==> config.mk <==
export PLATFORM = sky130hd
export DESIGN_NAME = seg_scan_ctrl_flat
export DESIGN_NICKNAME = d
export VERILOG_FILES = /design/src/rtl/seg_scan_if.sv /design/src/rtl/seg_scan_ctrl.sv /design/src/flat_wrapper.sv
export SDC_FILE = /design/constraint.sdc
export NUM_CORES = 1
export LEC_CHECK = 0
export ABC_AREA = 1
export CAP_MARGIN = 25
export CORE_MARGIN = 10
export CORE_UTILIZATION = 40
export CTS_CLUSTER_DIAMETER = 80
export DETAILED_ROUTE_END_ITERATION = 12
export HOLD_SLACK_MARGIN = 0.05
export PLACE_DENSITY = 0.56
export SLEW_MARGIN = 5
export SYNTH_ARGS = -nofsm -noshare
export SYNTH_HDL_FRONTEND = slang
export SYNTH_SLANG_ARGS = --single-unit
==> constraint.sdc <==
create_clock -name clk -period 7.4 [get_ports clk]
set_input_delay 1.48 -clock clk [delete_from_list [all_inputs] [get_ports clk]]
set_output_delay 1.48 -clock clk [all_outputs]
set_load 0.05 [all_outputs]
==> src/rtl/seg_scan_if.sv <==
// seg_scan_if: load handshake and display-scan bundle for seg_scan_ctrl.
//   in_valid/in_value/in_ready : binary load request and acceptance
//   busy/ovf                   : conversion status and clamp flag
//   dec_bcd/dec_blank          : digit and blank presented to the shared decoder
//   digit_sel_n                : active-low digit select (bit 0 = units)
// master modport is the load source / display consumer; slave is the controller.
interface seg_scan_if;
  logic        in_valid;
  logic [13:0] in_value;
  logic        in_ready;
  logic        busy;
  logic        ovf;
  logic [3:0]  dec_bcd;
  logic        dec_blank;
  logic [3:0]  digit_sel_n;

  modport master (
    output in_valid, in_value,
    input  in_ready, busy, ovf, dec_bcd, dec_blank, digit_sel_n
  );

  modport slave (
    input  in_valid, in_value,
    output in_ready, busy, ovf, dec_bcd, dec_blank, digit_sel_n
  );
endinterface

==> src/rtl/seg_scan_ctrl.sv <==
// seg_scan_ctrl: accepts a binary value (clamped to 9999), converts it to four
// BCD digits with a 14-step shift-add-3 engine, and time-multiplexes the digits
// onto one shared BCD-to-7-segment decoder.
//   clk  : system clock, rising edge
//   rst  : asynchronous, active-high reset
//   bus  : seg_scan_if.slave (load handshake, status, decoder/select outputs)
// Parameter REFRESH_DIV (>= 2): cycles each digit is held selected.
// Optional feature macro SEG_LZ_BLANK_EN: leading-zero blanking on dec_blank.
//
// state  | meaning
// IDLE   | ready for a load
// CONV   | one double-dabble iteration per clock, 14 in total
// COMMIT | copy BCD accumulator into the display registers
module seg_scan_ctrl #(
  parameter int unsigned REFRESH_DIV = 50000
) (
  input logic      clk,
  input logic      rst,
  seg_scan_if.slave bus
);

  localparam int PW = $clog2(REFRESH_DIV);

  typedef enum logic [1:0] {
    IDLE   = 2'd0,
    CONV   = 2'd1,
    COMMIT = 2'd2
  } state_t;

  state_t      state, state_next;
  logic        accept, conv_step, commit;

  logic [13:0] bin_sh;
  logic [15:0] bcd_acc;
  logic [11:0] adj_lo;
  logic [3:0]  iter_cnt;
  logic [15:0] disp;
  logic        ovf_q;

  logic [PW-1:0] presc;
  logic [1:0]    idx;
  logic [1:0]    idx_next;
  logic          wrap;
  logic [3:0]    sel_q;
  logic [3:0]    bcd_q;
  logic          blank_q;
  logic [3:0]    nib_next;
  logic          blank_next;

  // ---------------- FSM ----------------
  always_ff @(posedge clk or posedge rst) begin
    if (rst) state <= IDLE;
    else     state <= state_next;
  end

  always_comb begin
    state_next = state;
    accept     = 1'b0;
    conv_step  = 1'b0;
    commit     = 1'b0;
    case (state)
      IDLE: begin
        if (bus.in_valid) begin
          accept     = 1'b1;
          state_next = CONV;
        end
      end
      CONV: begin
        conv_step = 1'b1;
        if (iter_cnt == 4'd0) state_next = COMMIT;
      end
      COMMIT: begin
        commit     = 1'b1;
        state_next = IDLE;
      end
      default: state_next = IDLE;
    endcase
  end

  assign bus.in_ready = (state == IDLE);
  assign bus.busy     = (state != IDLE);
  assign bus.ovf      = ovf_q;

  // ---------------- conversion datapath ----------------
  // Only the lower three nibbles need the +3 correction: with inputs <= 9999
  // the thousands nibble is at most 4 before every shift.
  always_comb begin
    adj_lo = bcd_acc[11:0];
    for (int k = 0; k < 3; k++) begin
      if (bcd_acc[4*k +: 4] >= 4'd5) adj_lo[4*k +: 4] = bcd_acc[4*k +: 4] + 4'd3;
    end
  end

  always_ff @(posedge clk or posedge rst) begin
    if (rst) begin
      bin_sh   <= '0;
      bcd_acc  <= '0;
      iter_cnt <= '0;
      disp     <= '0;
      ovf_q    <= 1'b0;
    end else begin
      if (accept) begin
        bin_sh   <= (bus.in_value > 14'd9999) ? 14'd9999 : bus.in_value;
        ovf_q    <= (bus.in_value > 14'd9999);
        bcd_acc  <= '0;
        iter_cnt <= 4'd13;
      end
      if (conv_step) begin
        bcd_acc <= {bcd_acc[14:12], adj_lo, bin_sh[13]};
        bin_sh  <= {bin_sh[12:0], 1'b0};
        if (iter_cnt != 4'd0) iter_cnt <= iter_cnt - 4'd1;
      end
      if (commit) disp <= bcd_acc;
    end
  end

  // ---------------- scanner ----------------
  assign wrap     = (presc == PW'(REFRESH_DIV - 1));
  assign idx_next = idx + 2'd1;

  always_comb begin
    case (idx_next)
      2'd0:    nib_next = disp[3:0];
      2'd1:    nib_next = disp[7:4];
      2'd2:    nib_next = disp[11:8];
      default: nib_next = disp[15:12];
    endcase
  end

`ifdef SEG_LZ_BLANK_EN
  // A digit is a leading zero when it and every more significant digit is zero.
  always_comb begin
    case (idx_next)
      2'd1:    blank_next = (disp[15:4] == 12'd0);
      2'd2:    blank_next = (disp[15:8] == 8'd0);
      2'd3:    blank_next = (disp[15:12] == 4'd0);
      default: blank_next = 1'b0;
    endcase
  end
`else
  assign blank_next = 1'b0;
`endif

  always_ff @(posedge clk or posedge rst) begin
    if (rst) begin
      presc   <= '0;
      idx     <= 2'd0;
      sel_q   <= 4'b1110;
      bcd_q   <= 4'd0;
      blank_q <= 1'b0;
    end else if (wrap) begin
      presc   <= '0;
      idx     <= idx_next;
      sel_q   <= ~(4'b0001 << idx_next);
      bcd_q   <= nib_next;
      blank_q <= blank_next;
    end else begin
      presc <= presc + PW'(1);
    end
  end

  assign bus.digit_sel_n = sel_q;
  assign bus.dec_bcd     = bcd_q;
  assign bus.dec_blank   = blank_q;

endmodule

==> src/flat_wrapper.sv <==
// flat-port wrapper written by rule: the top's interface ports become plain ports
module seg_scan_ctrl_flat 
#(
  parameter int unsigned REFRESH_DIV = 50000
)
  (clk, rst, bus_in_valid, bus_in_value, bus_in_ready, bus_busy, bus_ovf, bus_dec_bcd, bus_dec_blank, bus_digit_sel_n);
  seg_scan_if bus_i ();
  input logic clk;
  input logic rst;
  input wire logic [$bits(bus_i.in_valid)-1:0] bus_in_valid;
  input wire logic [$bits(bus_i.in_value)-1:0] bus_in_value;
  output wire logic [$bits(bus_i.in_ready)-1:0] bus_in_ready;
  output wire logic [$bits(bus_i.busy)-1:0] bus_busy;
  output wire logic [$bits(bus_i.ovf)-1:0] bus_ovf;
  output wire logic [$bits(bus_i.dec_bcd)-1:0] bus_dec_bcd;
  output wire logic [$bits(bus_i.dec_blank)-1:0] bus_dec_blank;
  output wire logic [$bits(bus_i.digit_sel_n)-1:0] bus_digit_sel_n;
  assign bus_i.in_valid = bus_in_valid;
  assign bus_i.in_value = bus_in_value;
  assign bus_in_ready = bus_i.in_ready;
  assign bus_busy = bus_i.busy;
  assign bus_ovf = bus_i.ovf;
  assign bus_dec_bcd = bus_i.dec_bcd;
  assign bus_dec_blank = bus_i.dec_blank;
  assign bus_digit_sel_n = bus_i.digit_sel_n;
  seg_scan_ctrl #(.REFRESH_DIV(REFRESH_DIV)) u_core (.clk(clk), .rst(rst), .bus(bus_i));
endmodule
-- After elaboration in Yosys (flattened, before gate mapping)
Cells that the tools add are included.
- flip-flop bits (word level): 79
- mux-type cells: 20
- add/subtract/negate cells: 6
- equal/unequal tests: 7
- magnitude comparators: 4
- shifts and indexed selects: 1
- reductions and logical operators: 7
- bitwise logic cells: 1
- operators by type and width (cell ; number):
    16-bit two-way mux ; 3
    14-bit two-way mux ; 3
    4-bit two-way mux ; 6
    16-bit by 1-bit adder with 16-bit output (second input constant) ; 1
    16-bit == test (second input constant) ; 1
    14-bit > comparator (second input constant) ; 1
    4-bit by 2-bit adder with 4-bit output (second input constant) ; 3
    4-bit by 3-bit greater-or-equal comparator with 1-bit output (second input constant) ; 3
    4-bit case mux with 3 select lines ; 1
    2-bit by 1-bit == test with 1-bit output (second input constant) ; 2
    2-bit == test (second input constant) ; 2
    2-bit zero test ; 2
    4-bit zero test ; 1
    1-bit two-way mux ; 4
    2-bit two-way mux ; 2
    4-bit inverter ; 1
    2-bit case mux with 2 select lines ; 1
    2-bit nonzero test ; 2
    4-bit nonzero test ; 1
    1-bit by 2-bit << shifter with 4-bit output (first input constant) ; 1
    4-bit by 1-bit subtractor with 4-bit output (second input constant) ; 1
    2-bit by 1-bit adder with 2-bit output (second input constant) ; 1
    2-bit by 1-bit != test with 1-bit output (second input constant) ; 1
    2-bit != test (second input constant) ; 1
    2-bit AND reduction ; 1

-- Logic depth before layout (Yosys ltp)
Gate-level depths: netlist of run 1.
- depth after elaboration: 5
- mapped depth: 9
- gate-level depth less buffers: 9

-- Worst setup path after synthesis of run 1
No wires, ideal clock.
- kind: register -> output
- start: register u_core.state[1]
- end: output port bus_busy
- path slack: 4.308 ns
- cell stages (with the launch flop): 3
- arrival: 1.612 ns
- cells stage by stage: dfrtp_1 -> nor2_1 -> inv_1
- longest elaborated chain between the ends: 1
- RTL lines (element ; RTL line ; RTL):
    start, declared ; seg_scan_ctrl.sv:30 ; state_t state, state_next;
    start signal, assigned ; seg_scan_ctrl.sv:53 ; else state <= state_next;
    2-bit nonzero test ; seg_scan_ctrl.sv:81 ; assign bus.busy = (state != IDLE);
    end, declared ; flat_wrapper.sv:13 ; output wire logic [$bits(bus_i.busy)-1:0] bus_busy;
Every way passes these cells.

-- Final worst setup path of run 1
- start: register u_core.state[1]
- end: output port bus_in_ready
- longest elaborated chain between the ends: 1
- RTL lines (element ; RTL line ; RTL):
    2-bit zero test ; seg_scan_ctrl.sv:80 ; assign bus.in_ready = (state == IDLE);
    end, declared ; flat_wrapper.sv:12 ; output wire logic [$bits(bus_i.in_ready)-1:0] bus_in_ready;
Every way passes these cells.

==> results of run 1 <==
[registers in the layout, summed over array words and instances, names as in the netlist]
| register | cells |
|---|---|
| u_core.bcd_acc | 16 |
| u_core.idx | 2 |
| u_core.disp | 16 |
| u_core.state | 2 |
| u_core.bus.dec_bcd | 4 |
| u_core.presc | 16 |
| u_core.bus.ovf | 1 |
| u_core.iter_cnt | 4 |
| u_core.bin_sh | 14 |
| u_core.bus.digit_sel_n | 4 |
[worst paths after layout]
check / from / end / slack, ns
worst max-delay path: u_core.state[1] / bus_in_ready / 4.10
worst min-delay path: u_core.bus.digit_sel_n[3] / u_core.bus.digit_sel_n[3] / 0.48
worst max register to register: u_core.state[1] / u_core.bin_sh[8] / 5.70
worst min register to register: u_core.bus.digit_sel_n[3] / u_core.bus.digit_sel_n[3] / 0.48
max in group asynchronous: rst / u_core.bus.dec_bcd[3] / 5.31
min in group asynchronous: rst / u_core.bcd_acc[5] / 1.50
[final cells by class]
type,count,share of cell area
clock buffer,10,0.02977
multi-input combinational,348,0.3710
clock inverter,6,0.01813
tap,133,0.03599
sequential,79,0.4284
timing repair buffer,30,0.06766
inverter,60,0.04899
[placed cells by master, fill, tap and decap left out, drive strengths merged, types with 9 or more instances in the layout]
cell,count
o22ai,9
nor2,64
ha,13
nand3,17
inv,59
o21ai,40
dfrtp,76
clkbuf,10
clkdlybuf4s50,27
a21oi,12
nand2,164
[power by group]
group	internal [uW]	switching, uW
combinational	189	326
clock	198	161
sequential	558	80.4
[cells by family after synthesis]
group | after synthesis
simple gates | 254
other cells | 1
flops | 79
fa+ha+maj | 13
buf+inv | 72
compound gates | 72
xor+xnor | 8
[critical path, stage by stage (launching register included)]
cell and delay [ns]:
dfrtp_1 0.43, nor2_1 0.19, clkdlybuf4s50_1 0.84
[through the flow]
| step | power (uW) | instance area (um^2) | worst slack (ns) | utilization |
|---|---|---|---|---|
| after detailed placement | 1165 | 4374 | 4.482 | 0.4475 |
| final | 1513 | 4623 | 4.104 | 0.4730 |
| after global routing | 1643 | 4623 | 4.018 | 0.4730 |
| after floorplan | 1040 | 3995 | 3.902 | - |
| after global placement | 1151 | 4374 | 4.492 | 0.4475 |
| after CTS | 1531 | 4596 | 4.076 | 0.4702 |
[per-layer routing]
metal	up-vias	GRT usage	share of wire
met3	11	0.03047	0.048
li1	1631	-	-
met1	1405	0.1547	0.51
met4	0	0.06637	0.020
met2	51	0.1761	0.42
met5	-	0	0
==> run_results.csv, run 1 <==
group,metric,value,unit
status,status,"finished, final reports clean",
drt,wire_per_inst,12.08,um
global_route,grt_max_degree,80,
logic_synthesis,synth_compound_area_frac,0.1034,
drt,dr_total_vias,3098,
die,die_y,119.9,um
power_and_ir_drop,leakage,0.002293,uW
sta,worst_hold_slack,0.4820,ns
sta,setup_viol,0,
power_and_ir_drop,power.density,327.2,nW/um^2
logic_synthesis,syn_area,3995,um^2
global_route,grt_pass1_vias,3048,
sta,final_max_slew_viol_count,0,
setup_path,arrival,1.82,ns
clocking,cts_setup_buffers,0,
clocking,clk_pin_slew,0.08,ns
logic_synthesis,synth_common_cells,"158 x nand2_1, 76 x dfrtp_1, 59 x nor2_1",
drt,dr.first_iter.drc_count,230,
clocking,clockBufferDepth,2,
finish,multi_input_area,1715,um^2
logic_synthesis,synthFlopType,"dfrtp_1",
sta,finalCritPeriodShare,0.4455,
logic_synthesis,yosysMostFrequentCell,"nand2_1",
sta,clock.fmax,0.3034,GHz
clocking,numCtsBuffers,9,
drt,drc,0,
power_and_ir_drop,ir_drop,0.2017,mV
finish,drive_above_1_share,0.08818,
logic_synthesis,syn_nets,529,
flow_run,cap_violations,0,
setup_path,critPathKind,"reg -> out",
logic_synthesis,yosysTopAreaCell,"dfrtp_1",
sta,post-route-min-period,3.296,ns
finish,final_cells,666,
logic_synthesis,yosys.area.top_type_share,0.4760,
die,io_pins,29,
logic_synthesis,async_flop_share,1.000,
die,die_area,14390,um^2
drt,via_per_inst,4.652,
finish,antenna_cells,0,
sta,rsz0062_at_grt,"false",
logic_synthesis,synth_cells,499,
finish,regArea,1981,um^2
clocking,root_buffer,"clkbuf_8",
placed_design,io_buffers,27,
setup_path,reg2regPathDepth,6,
sta,fin_tns_setup,0,ns
global_route,grt_use_total,0.1188,
die,start_util,0.4087,
logic_synthesis,synth_area_leaders,"dfrtp_1 48%, nand2_1 15%, nor2_1 5.5%, inv_1 5.1%, ha_1 4.1%",
die,rows,36,
hold_path,holdCritPathClass,"reg -> reg",
logic_synthesis,synth-edff-count,0,
drt,first_pass_iters,4,
sta,hold_viol_final,0,
setup_path,worstPathRequired,5.92,ns
placed_design,placed_cells,649,
finish,area_growth,15.72,%
global_route,antenna_found_initial,0,
placed_design,dpl.hpwl,5635,um
die,die_x,119.9,um
hold_path,hold_depth,2,
logic_synthesis,synthAdderAreaFrac,0.04071,
drt,ant_nets,0,
drt,wl,8048,um
clocking,cts_tree,"yes",
global_route,grt_overflow_total,0,
global_route,grt_pass1_wl,14080,um
logic_synthesis,synth_warnings,0,
logic_synthesis,synth_mux_area_frac,0,
finish,num-fill-cells,971,
logic_synthesis,syn_avg_cell_area,8.006,um^2
setup_path,path_max_fanout,4,
logic_synthesis,yosysUniqueCellTypes,31,
die,core_area,9774,um^2
clocking,ctsHtreeMaxLevel,3,
clocking,clkSinkCount,79,
logic_synthesis,synth_xor_area_frac,0.01754,
clocking,hold_buffers,0,
finish,final_nets,558,
setup_path,cp-start-kind,"register",
logic_synthesis,yosysSeqAreaShare,0.4958,
sta,worst_slew_pin_slew,0.8809,ns
sta,skew,0.007149,ns
placed_design,gp_congestion,0.8039,
logic_synthesis,synth_seq_cells,79,
sta,slew-limit-headroom,0.4113,
clocking,insertion_delay,0.36,ns
setup_path,endpoint_kind,"primary output",
logic_synthesis,synthSimpleGateAreaFrac,0.2668,
clocking,cts_resized,0,
logic_synthesis,synth_top_family_by_area,"simple AND/OR/NAND/NOR gates",
Power figures use the tool's default switching activity.
==> inputs of run 2 (changes only) <==
==> constraint.sdc (replaced) <==
create_clock -name clk -period 3.3 [get_ports clk]
set_input_delay 0.66 -clock clk [delete_from_list [all_inputs] [get_ports clk]]
set_output_delay 0.66 -clock clk [all_outputs]
set_load 0.05 [all_outputs]
==> run_results.csv, run 2 (same netlist as run 1, synthesis figures left out) <==
group,metric,value,unit
placed_design,gp_congestion,0.8000,
clocking,cts_resized,0,
sta,finalCritPeriodShare,0.7479,
setup_path,worst-path-buf-inv,1,
drt,dr.first_iter.drc_count,208,
global_route,grt_pass1_vias,3175,
sta,rsz0062_at_grt,"false",
hold_path,holdCritPathClass,"reg -> reg",
clocking,clkSinkCount,79,
sta,setup_viol,0,
setup_path,worst-r2r-setup-slack,1.57,ns
clocking,cts_tree,"yes",
finish,regArea,1981,um^2
global_route,antenna_found_initial,0,
finish,mostFrequentLayoutCells,"158 x nand2_1, 76 x dfrtp_1, 59 x nor2_1, 53 x inv_1, 31 x o21ai_0",
power_and_ir_drop,power.total,3304,uW
placed_design,dpl.hpwl,5981,um
sta,post-route-min-period,2.468,ns
finish,num-fill-cells,985,
sta,fin_tns_setup,0,ns
placed_design,io_buffers,27,
clocking,clk_pin_slew,0.07,ns
sta,skew,0.007760,ns
finish,drive_above_1_share,0.07707,
flow_run,cap_violations,0,
drt,first_pass_iters,5,
die,core_area,9774,um^2
die,rows,36,
die,start_util,0.4087,
setup_path,cp_top_family,"buffers and inverters",
setup_path,arrival,1.81,ns
hold_path,hold_start,"u_core.bus.digit_sel_n[3]",
finish,multi_input_area,1715,um^2
hold_path,holdPathEnd,"u_core.bus.digit_sel_n[3]",
placed_design,pre_cts_slack,1.197,ns
setup_path,rr_endpoint,"u_core.bin_sh[9]",
power_and_ir_drop,power.density,722.4,nW/um^2
finish,final_nets,557,
setup_path,path_cells,"nor2_1, clkdlybuf4s50_1",
setup_path,cp-start-kind,"register",
drt,drc,0,
hold_path,hold_depth,2,
setup_path,endpoint_kind,"primary output",
die,die_y,119.9,um
global_route,grt_max_degree,51,
setup_path,worstPathRequired,2.64,ns
sta,slew-limit-headroom,0.3778,
drt,wl,8386,um
drt,via_per_inst,4.767,
global_route,grt_overflow_total,0,
clocking,insertion_delay,0.35,ns
setup_path,path_max_fanout,4,
clocking,numCtsBuffers,9,
clocking,ctsHtreeMaxLevel,3,
clocking,clockBufferDepth,2,
sta,hold_viol_final,0,
finish,reg_top3,"u_core.bcd_acc x16, u_core.disp x16, u_core.presc x16",
setup_path,r2r-start,"u_core.state[1]",
power_and_ir_drop,ir_drop,0.5183,mV
clocking,hold_buffers,0,
sta,worst_hold_slack,0.4827,ns
status,status,"finished, final reports clean",
setup_path,worstSetupPathDepth,2,
die,die_area,14390,um^2
clocking,root_buffer,"clkbuf_8",
sta,finalWorstSetupSlack,0.8318,ns
global_route,grt_pass1_wl,14670,um
finish,fin_util,0.4679,
finish,layout_commonest_cell,"nand2_1",
setup_path,slowest_delay,0.84,ns
sta,clock.fmax,0.4052,GHz
drt,wire_per_inst,12.61,um
setup_path,cp_slowest_cell,"clkdlybuf4s50_1",
finish,antenna_cells,0,
global_route,grt_use_total,0.1231,
sta,final_max_slew_viol_count,0,
die,io_pins,29,
power_and_ir_drop,leakage,0.002261,uW
setup_path,reg2regPathDepth,6,
drt,dr_total_vias,3170,
die,die_x,119.9,um
drt,ant_nets,0,
clocking,cts_setup_buffers,0,
finish,area_growth,14.47,%
sta,worst_slew_pin_slew,0.9310,ns
setup_path,critPathKind,"reg -> out",
## run 2: cell count changes in the layout (fill, tap and decap cells not counted), sizes merged
cell,before,now
clkinv,5,1
buf,3,2
bufinv,2,1
clkbuf,10,15
## run 2: final cells by class
type | instances | area share
clock buffers | 15 | 0.03420
clock inverters | 1 | 0.006566
inverters | 60 | 0.04952
multi-input cells | 348 | 0.3751
flip-flops and latches | 79 | 0.4331
well taps | 133 | 0.03639
repair buffers | 29 | 0.06512
## run 2: how the worst max path moves through the flow
stage	start	endpoint	slack, ns
floorplan	rst	u_core.bcd_acc[0]	0.62
global placement	bus_in_valid	u_core.bin_sh[1]	1.20
detailed placement	bus_in_valid	u_core.bin_sh[9]	1.20
CTS	u_core.state[1]	bus_in_ready	0.80
global route	u_core.state[1]	bus_in_ready	0.72
finish	u_core.state[1]	bus_in_ready	0.83
## run 2: metal layers
metal	GRT usage	wire [um]	vias up
met5	0	0	-
met4	0.06486	210	0
met2	0.1895	3617	69
met3	0.02719	429	16
li1	-	-	1625
met1	0.1585	4128	1460
## run 2: per-stage QoR
step           cells  cell area (um^2)
2_1_floorplan    499              3995
3_3_place_gp     649              4387
3_5_place_dp     649              4387
4_1_cts          665              4573
5_1_grt          665              4573
6_report         665              4573
## run 2: worst reg2reg max path: stages, from the launching register on
cell and delay, ns:
dfrtp_1 0.43, nor2_4 0.54, inv_2 0.33, nor2_1 0.17, nor2_1 0.06, nand2_1 0.07, nand2_1 0.05
## run 2: power breakdown
part | total [uW] | internal (uW) | switching [uW]
combinational | 1160 | 422 | 736
clock | 705 | 373 | 332
sequential | 1440 | 1250 | 188
==> inputs of run 3 (changes only) <==
==> constraint.sdc (replaced) <==
create_clock -name clk -period 2.5 [get_ports clk]
set_input_delay 0.5 -clock clk [delete_from_list [all_inputs] [get_ports clk]]
set_output_delay 0.5 -clock clk [all_outputs]
set_load 0.05 [all_outputs]
==> run_results.csv, run 3 (same netlist as run 1, synthesis figures left out) <==
group,metric,value,unit
status,status,"finished, final reports clean",
die,die_area,14390,um^2
finish,mostFrequentLayoutCells,"158 x nand2_1, 76 x dfrtp_1, 59 x nor2_1, 53 x inv_1, 31 x o21ai_0",
finish,layout_commonest_cell,"nand2_1",
power_and_ir_drop,leakage,0.002283,uW
global_route,grt_pass1_wl,14320,um
clocking,root_buffer,"clkbuf_8",
global_route,grt_pass1_vias,3066,
power_and_ir_drop,ir_drop,0.5536,mV
die,die_y,119.9,um
finish,reg_top3,"u_core.bcd_acc x16, u_core.disp x16, u_core.presc x16",
clocking,cts_setup_buffers,0,
drt,drc,0,
setup_path,reg2regPathDepth,9,
global_route,grt_max_degree,80,
sta,clock.fmax,0.4292,GHz
clocking,numCtsBuffers,9,
clocking,hold_buffers,0,
placed_design,io_buffers,27,
sta,post-route-min-period,2.330,ns
global_route,grt_use_total,0.1203,
die,die_x,119.9,um
drt,wl,7995,um
sta,rsz0062_at_grt,"false",
placed_design,gp_congestion,0.8059,
sta,worst_slew_pin_slew,0.8679,ns
finish,final_nets,558,
setup_path,worstPathRequired,2.00,ns
setup_path,cp-start-kind,"register",
finish,area_growth,15.69,%
hold_path,hold_depth,2,
hold_path,holdCritPathClass,"reg -> reg",
flow_run,cap_violations,0,
drt,dr_total_vias,3096,
global_route,grt_overflow_total,0,
sta,slew-limit-headroom,0.4200,
clocking,clockBufferDepth,2,
die,rows,36,
sta,final_max_slew_viol_count,0,
sta,hold_viol_final,0,
die,core_area,9774,um^2
clocking,insertion_delay,0.35,ns
placed_design,dpl.hpwl,5663,um
clocking,clkSinkCount,79,
sta,finalWorstSetupSlack,0.1703,ns
sta,finalCritPeriodShare,0.9319,
setup_path,critPathKind,"reg -> out",
sta,skew,0.006537,ns
clocking,clk_pin_slew,0.08,ns
sta,fin_tns_setup,0,ns
drt,dr.first_iter.drc_count,159,
clocking,ctsHtreeMaxLevel,3,
sta,setup_viol,0,
global_route,antenna_found_initial,0,
setup_path,path_max_fanout,4,
placed_design,pre_cts_slack,0.5367,ns
clocking,cts_tree,"yes",
setup_path,arrival,1.83,ns
die,start_util,0.4087,
finish,drive_above_1_share,0.08443,
drt,first_pass_iters,4,
setup_path,endpoint_kind,"primary output",
drt,wire_per_inst,12.00,um
power_and_ir_drop,power.density,972.0,nW/um^2
drt,via_per_inst,4.649,
clocking,cts_resized,0,
drt,ant_nets,0,
finish,antenna_cells,0,
die,io_pins,29,
run 3: layout make-up:
type | count | area, um^2
Clock buffer | 13 | 158.9
Clock inverter | 3 | 65.06
Fill cell | 972 | 5152
Inverter | 60 | 230.2
Multi-Input combinational cell | 348 | 1715
Sequential cell | 79 | 1981
Tap cell | 133 | 166.4
Timing Repair Buffer | 30 | 305.3
run 3: layer usage:
metal | wire length, um | track usage
met2 | 3457 | 0.1812
met4 | 154 | 0.06335
met1 | 4017 | 0.1575
met5 | 0 | 0
met3 | 365 | 0.02766
run 3: where the power goes:
group | total (uW) | internal (uW) | leakage (uW) | switching (uW)
registers | 1890 | 1650 | 0.000986 | 241
clock network | 1070 | 617 | 0.000114 | 456
logic | 1530 | 566 | 0.00118 | 960
run 3: critical path, cell delays in order, from the launching register on:
cell and delay (ns):
dfrtp_1 0.43, nor2_1 0.20, clkdlybuf4s50_1 0.84
run 3: final timing paths:
| check | start | end | slack [ns] |
|---|---|---|---|
| worst max-delay path | u_core.state[1] | bus_in_ready | 0.17 |
| worst min-delay path | u_core.bus.digit_sel_n[3] | u_core.bus.digit_sel_n[3] | 0.48 |
| worst max register to register | u_core.bcd_acc[4] | u_core.bcd_acc[6] | 1.01 |
| worst min register to register | u_core.bus.digit_sel_n[3] | u_core.bus.digit_sel_n[3] | 0.48 |
| max in group asynchronous | rst | u_core.bus.digit_sel_n[2] | 1.54 |
| min in group asynchronous | rst | u_core.iter_cnt[0] | 0.59 |
run 3: stage by stage:
stage	instance area (um^2)	power, uW	hold WS, ns	cells	util
global placement	4398	3431	0.4610	650	0.4499
global route	4622	4913	0.5040	666	0.4729
CTS	4622	4546	0.4826	666	0.4729
floorplan	3999	3079	0.4489	499	-
finish	4622	4492	0.4823	666	0.4729
detailed placement	4398	3460	0.4655	650	0.4499
==> edit 1: new RTL, settings of run 3 <==
The option `SEG_LZ_BLANK_EN` is turned on by a define.
--- a/src/rtl/seg_scan_ctrl.sv
+++ b/src/rtl/seg_scan_ctrl.sv
@@ -12,4 +12,6 @@
 // CONV   | one double-dabble iteration per clock, 14 in total
 // COMMIT | copy BCD accumulator into the display registers
+`define SEG_LZ_BLANK_EN
+
 module seg_scan_ctrl #(
   parameter int unsigned REFRESH_DIV = 50000
Behaviour: same outputs for any inputs over 10 cycles, from zero or initial values and one cycle with rst high; that may be too few to reach the edited logic, so the function may still have changed.
==> edit 1 against run 3 <==
Fmax shrank 0.13%; area after synthesis grew 1.6%; clock power shrank 13%; sequential cell count grew 1; critical endpoint unchanged; critical path type unchanged; wire length grew 3.6%; worst setup slack lost 0.0030 ns; largest power group unchanged; design area grew 1.5%; power shrank 3.0%; core utilization grew 0.47 points.
==> edit 1: results (changes against run 3) <==
stage	metric	value	unit	change
status	status	complete, no violations		
synth	Area contributors post-synth	dfrtp_1 47%, nand2_1 15%, nor2_1 6.0%		
synth	Yosys cell types	29		-6.5%
global_route	largest net degree at the start of global routing	33		-59%
cells_and_area	Clock Buffer Count	11		-2
setup_path	worst reg2reg path endpoint	u_core.bus.dec_bcd[0]$_DFFE_PP0N_		
power	Comb power frac	34.5	%	+0.5 points
synth	Mapped Nets	545		+3.0%
cells_and_area	multi-input gates	361		+3.7%
global_route	GRT met1 Usage	16.3	%	+0.60 points
synth	commonest cells in the netlist	159 x nand2_1, 77 x dfrtp_1, 65 x nor2_1		
setup_path	r2r startpoint	u_core.presc[0]$_DFF_PP0_		
cells_and_area	filler instances	1005		+3.4%
global_route	Total Routing Usage GR	11.9	%	-0.13 points
setup_path	CP startpoint	u_core.state[1]$_DFFE_PP0P_		
route	WL met1	4380	um	+8.9%
cells_and_area	Logic inverters	62		+3.3%
route	met3 WL	347	um	-4.9%
synth	Seq/Total Area, Yosys	49.4	%	-0.18 points
cells_and_area	clk tree area frac	4.03	%	-0.82 points
setup_path	register-to-register setup slack	0.85	ns	-0.16 ns
global_route	first-pass GRT wire length	14500	um	+0.91%
cells_and_area	FFs & Latches	80		+1.3%
global_route	met2 usage	17.4	%	-0.68 points
cells_and_area	multi-input logic area	1760	um^2	+2.3%
sta	Rel. slew slack	41.2	%	-0.85 points
cells_and_area	share of cells above drive strength 1	7.08	%	-1.4 points
cells_and_area	Non-clock buffers, area share	7.15	%	+0.55 points
route	vias	3216		+3.9%
route	DRT iter0 DRCs	160		+0.63%
place	hpwl dp	6010	um	+6.2%
place	port bufs	28		+3.7%
power	leak pwr	0.00231	uW	+1.2%
route	met2 WL	3450	um	-0.29%
sta	PnR worst setup slack	0.167	ns	-0.00297 ns
sta	clk_skew	0.0136	ns	+0.00707 ns
global_route	vias in the first global route	3058		-0.26%
power	Internal	2700	uW	-4.9%
power	Peak VDD IR	623	uV	+13%
global_route	GR Util met3	2.93	%	+0.17 points
place	Placement Setup Slack	0.535	ns	-0.00220 ns
edit 1: cell types whose count changed after synthesis, sizes merged, moves of 2 or more:
cell | run 3 | this run
nand3 | 17 | 22
nand2 | 164 | 162
o21bai | 0 | 2
inv | 59 | 61
nor3 | 2 | 4
nor2 | 64 | 69
o21ai | 40 | 42
edit 1: kinds of logic after synthesis:
logic type	count (synthesis)	synth area share, %
AOI/OAI and AO/OA	75	10.6
DFF	80	49.4
buffers and inverters	73	7.37
and+or+nand+nor	264	26.6
xor gates and xnor gates	8	1.73
adders and majority gates	14	4.31
edit 1: metrics by stage:
stage	power, uW	hold slack, ns	utilization (%)	cell area, um^2	std cells
after floorplan	3090	0.449	-	4060	514
after global placement	3430	0.463	45.8	4500	668
after detailed placement	3470	0.467	45.8	4500	668
after CTS	4420	0.488	47.8	4690	684
after global routing	4770	0.511	47.8	4690	684
final	4360	0.484	47.8	4690	684
==> edit 2: new RTL, settings of run 3 <==
Without the edit above. The 3 states of `state_t` get a one-hot encoding in 3 bits.
--- a/src/rtl/seg_scan_ctrl.sv
+++ b/src/rtl/seg_scan_ctrl.sv
@@ -22,8 +22,8 @@
   localparam int PW = $clog2(REFRESH_DIV);
 
-  typedef enum logic [1:0] {
-    IDLE   = 2'd0,
-    CONV   = 2'd1,
-    COMMIT = 2'd2
+  typedef enum logic [2:0] {
+    IDLE   = 3'b001,
+    CONV   = 3'b010,
+    COMMIT = 3'b100
   } state_t;
 
Check against the original RTL: same outputs for any inputs over 10 cycles, from zero or initial values and one cycle with rst high; not proved beyond that.
==> edit 2 against run 3 <==
Design area about the same; worst setup slack worse by 0.015 ns; area after synthesis grew 0.94%; critical endpoint unchanged; power down 26%; wire length rose by 4.0%; die area grew 0.78%; sequential cell count grew 1; critical path type unchanged; combinational power is 42% lower.
==> edit 2: results (changes against run 3) <==
stage	metric	value	unit	change
synth	Area contributors post-synth	dfrtp_1 47%, nand2_1 14%, inv_1 6.9%		
power	leak pwr	0.00222	uW	-2.8%
status	status	complete, no violations		
cells_and_area	Largest regs	u_core.bcd_acc: 16 flops, u_core.disp: 16 flops, u_core.presc: 16 flops		
cells_and_area	share of cells above drive strength 1	6.75	%	-1.7 points
place	Placement Setup Slack	0.512	ns	-0.0251 ns
route	met3 WL	311	um	-15%
route	met2 WL	3670	um	+6.0%
cells_and_area	Post-layout nets	573		+2.7%
global_route	largest net degree at the start of global routing	64		-20%
route	vias	3193		+3.1%
setup_path	Top delay family on crit path	buffers and inverters		
setup_path	register-to-register setup slack	0.77	ns	-0.24 ns
route	DRT iter0 DRCs	195		+23%
setup_path	CP arrival	1.85	ns	+0.02 ns
setup_path	Reg2Reg Depth	7		-2
cells_and_area	filler instances	1031		+6.1%
sta	WHS	0.473	ns	-0.00938 ns
sta	clk_skew	0.0122	ns	+0.00563 ns
min_path	Min-Delay Startpoint	u_core.bus.digit_sel_n[1]$_DFFE_PP1N_		
setup_path	max incr delay on CP	0.79	ns	-0.05 ns
sta	Worst-Margin Slew	0.512	ns	-0.356 ns
synth	commonest cells in the netlist	154 x nand2_1, 76 x dfrtp_1, 74 x inv_1		
setup_path	worst-path fanout max	3		-1
place	hpwl dp	5920	um	+4.6%
route	vias per cell	4.69		+0.86%
place	Placement Cell Area	4450	um^2	+1.1%
setup_path	worst reg2reg path endpoint	u_core.bcd_acc[4]$_DFFE_PP0P_		
cells_and_area	ANT cells	0		unchanged
global_route	vias in the first global route	3154		+2.9%
place	Cell Count Post-Placement	665		+2.3%
global_route	Total Routing Usage GR	12.1	%	+0.12 points
synth	Post-Synthesis Cells	514		+3.0%
place	routability congestion estimate	0.876		+8.6%
synth	Mapped Nets	544		+2.8%
setup_path	r2r startpoint	u_core.state[0]$_DFFE_PP1P_		
route	WL met1	4190	um	+4.2%
route	WL final	8310	um	+4.0%
min_path	WHS Endpoint	u_core.bus.digit_sel_n[1]$_DFFE_PP1N_		
clocking	Num CTS Buffers	9		unchanged
power	Peak VDD IR	369	uV	-33%
synth	Yosys cell types	28		-9.7%
## edit 2: layout make-up
class	instances	area [um^2]	area share [%]
Clock buffer	11	141	3.06
Clock inverter	5	31.3	0.677
Tap cell	133	166	3.60
Timing Repair Buffer	32	320	6.93
Inverter	78	297	6.42
Sequential cell	80	2010	43.4
Multi-Input combinational cell	342	1660	35.9
## edit 2: report_power, final
part / total, uW / switching [uW] / internal [uW]
Clock: 861 / 474 / 387
Sequential: 1580 / 100 / 1480
Combinational: 880 / 586 / 293
Total: 3320 / 1160 / 2160
## edit 2: cell families after synthesis
family,Yosys count,share of synthesized area (%)
other cells,1,0.0930
compound gates,72,9.37
buf+inv,92,9.12
flops,80,49.8
fa+ha+maj,13,4.03
simple gates,244,25.0
xor+xnor,12,2.61
## edit 2: worst max-delay path by stage
stage              endpoint  slack [ns]                         from
6_report       bus_in_ready        0.15  u_core.state[0]$_DFFE_PP1P_
4_1_cts        bus_in_ready        0.12  u_core.state[0]$_DFFE_PP1P_
3_3_place_gp   bus_in_ready        0.53  u_core.state[0]$_DFFE_PP1P_
5_1_grt        bus_in_ready        0.08  u_core.state[0]$_DFFE_PP1P_
2_1_floorplan  bus_in_ready        0.56  u_core.state[0]$_DFFE_PP1P_
3_5_place_dp   bus_in_ready        0.51  u_core.state[0]$_DFFE_PP1P_
## edit 2: worst min-delay path: stages (launching register included)
cell and delay [ns]:
dfstp_2 0.37, nand2_1 0.05, o21ai_1 0.05
## edit 2: routing by layer
| layer | vias up | global-route usage, % |
|---|---|---|
| li1 | 1671 | - |
| met1 | 1456 | 15.7 |
| met2 | 55 | 19.0 |
| met3 | 11 | 2.56 |
| met4 | 0 | 5.81 |
| met5 | - | 0 |
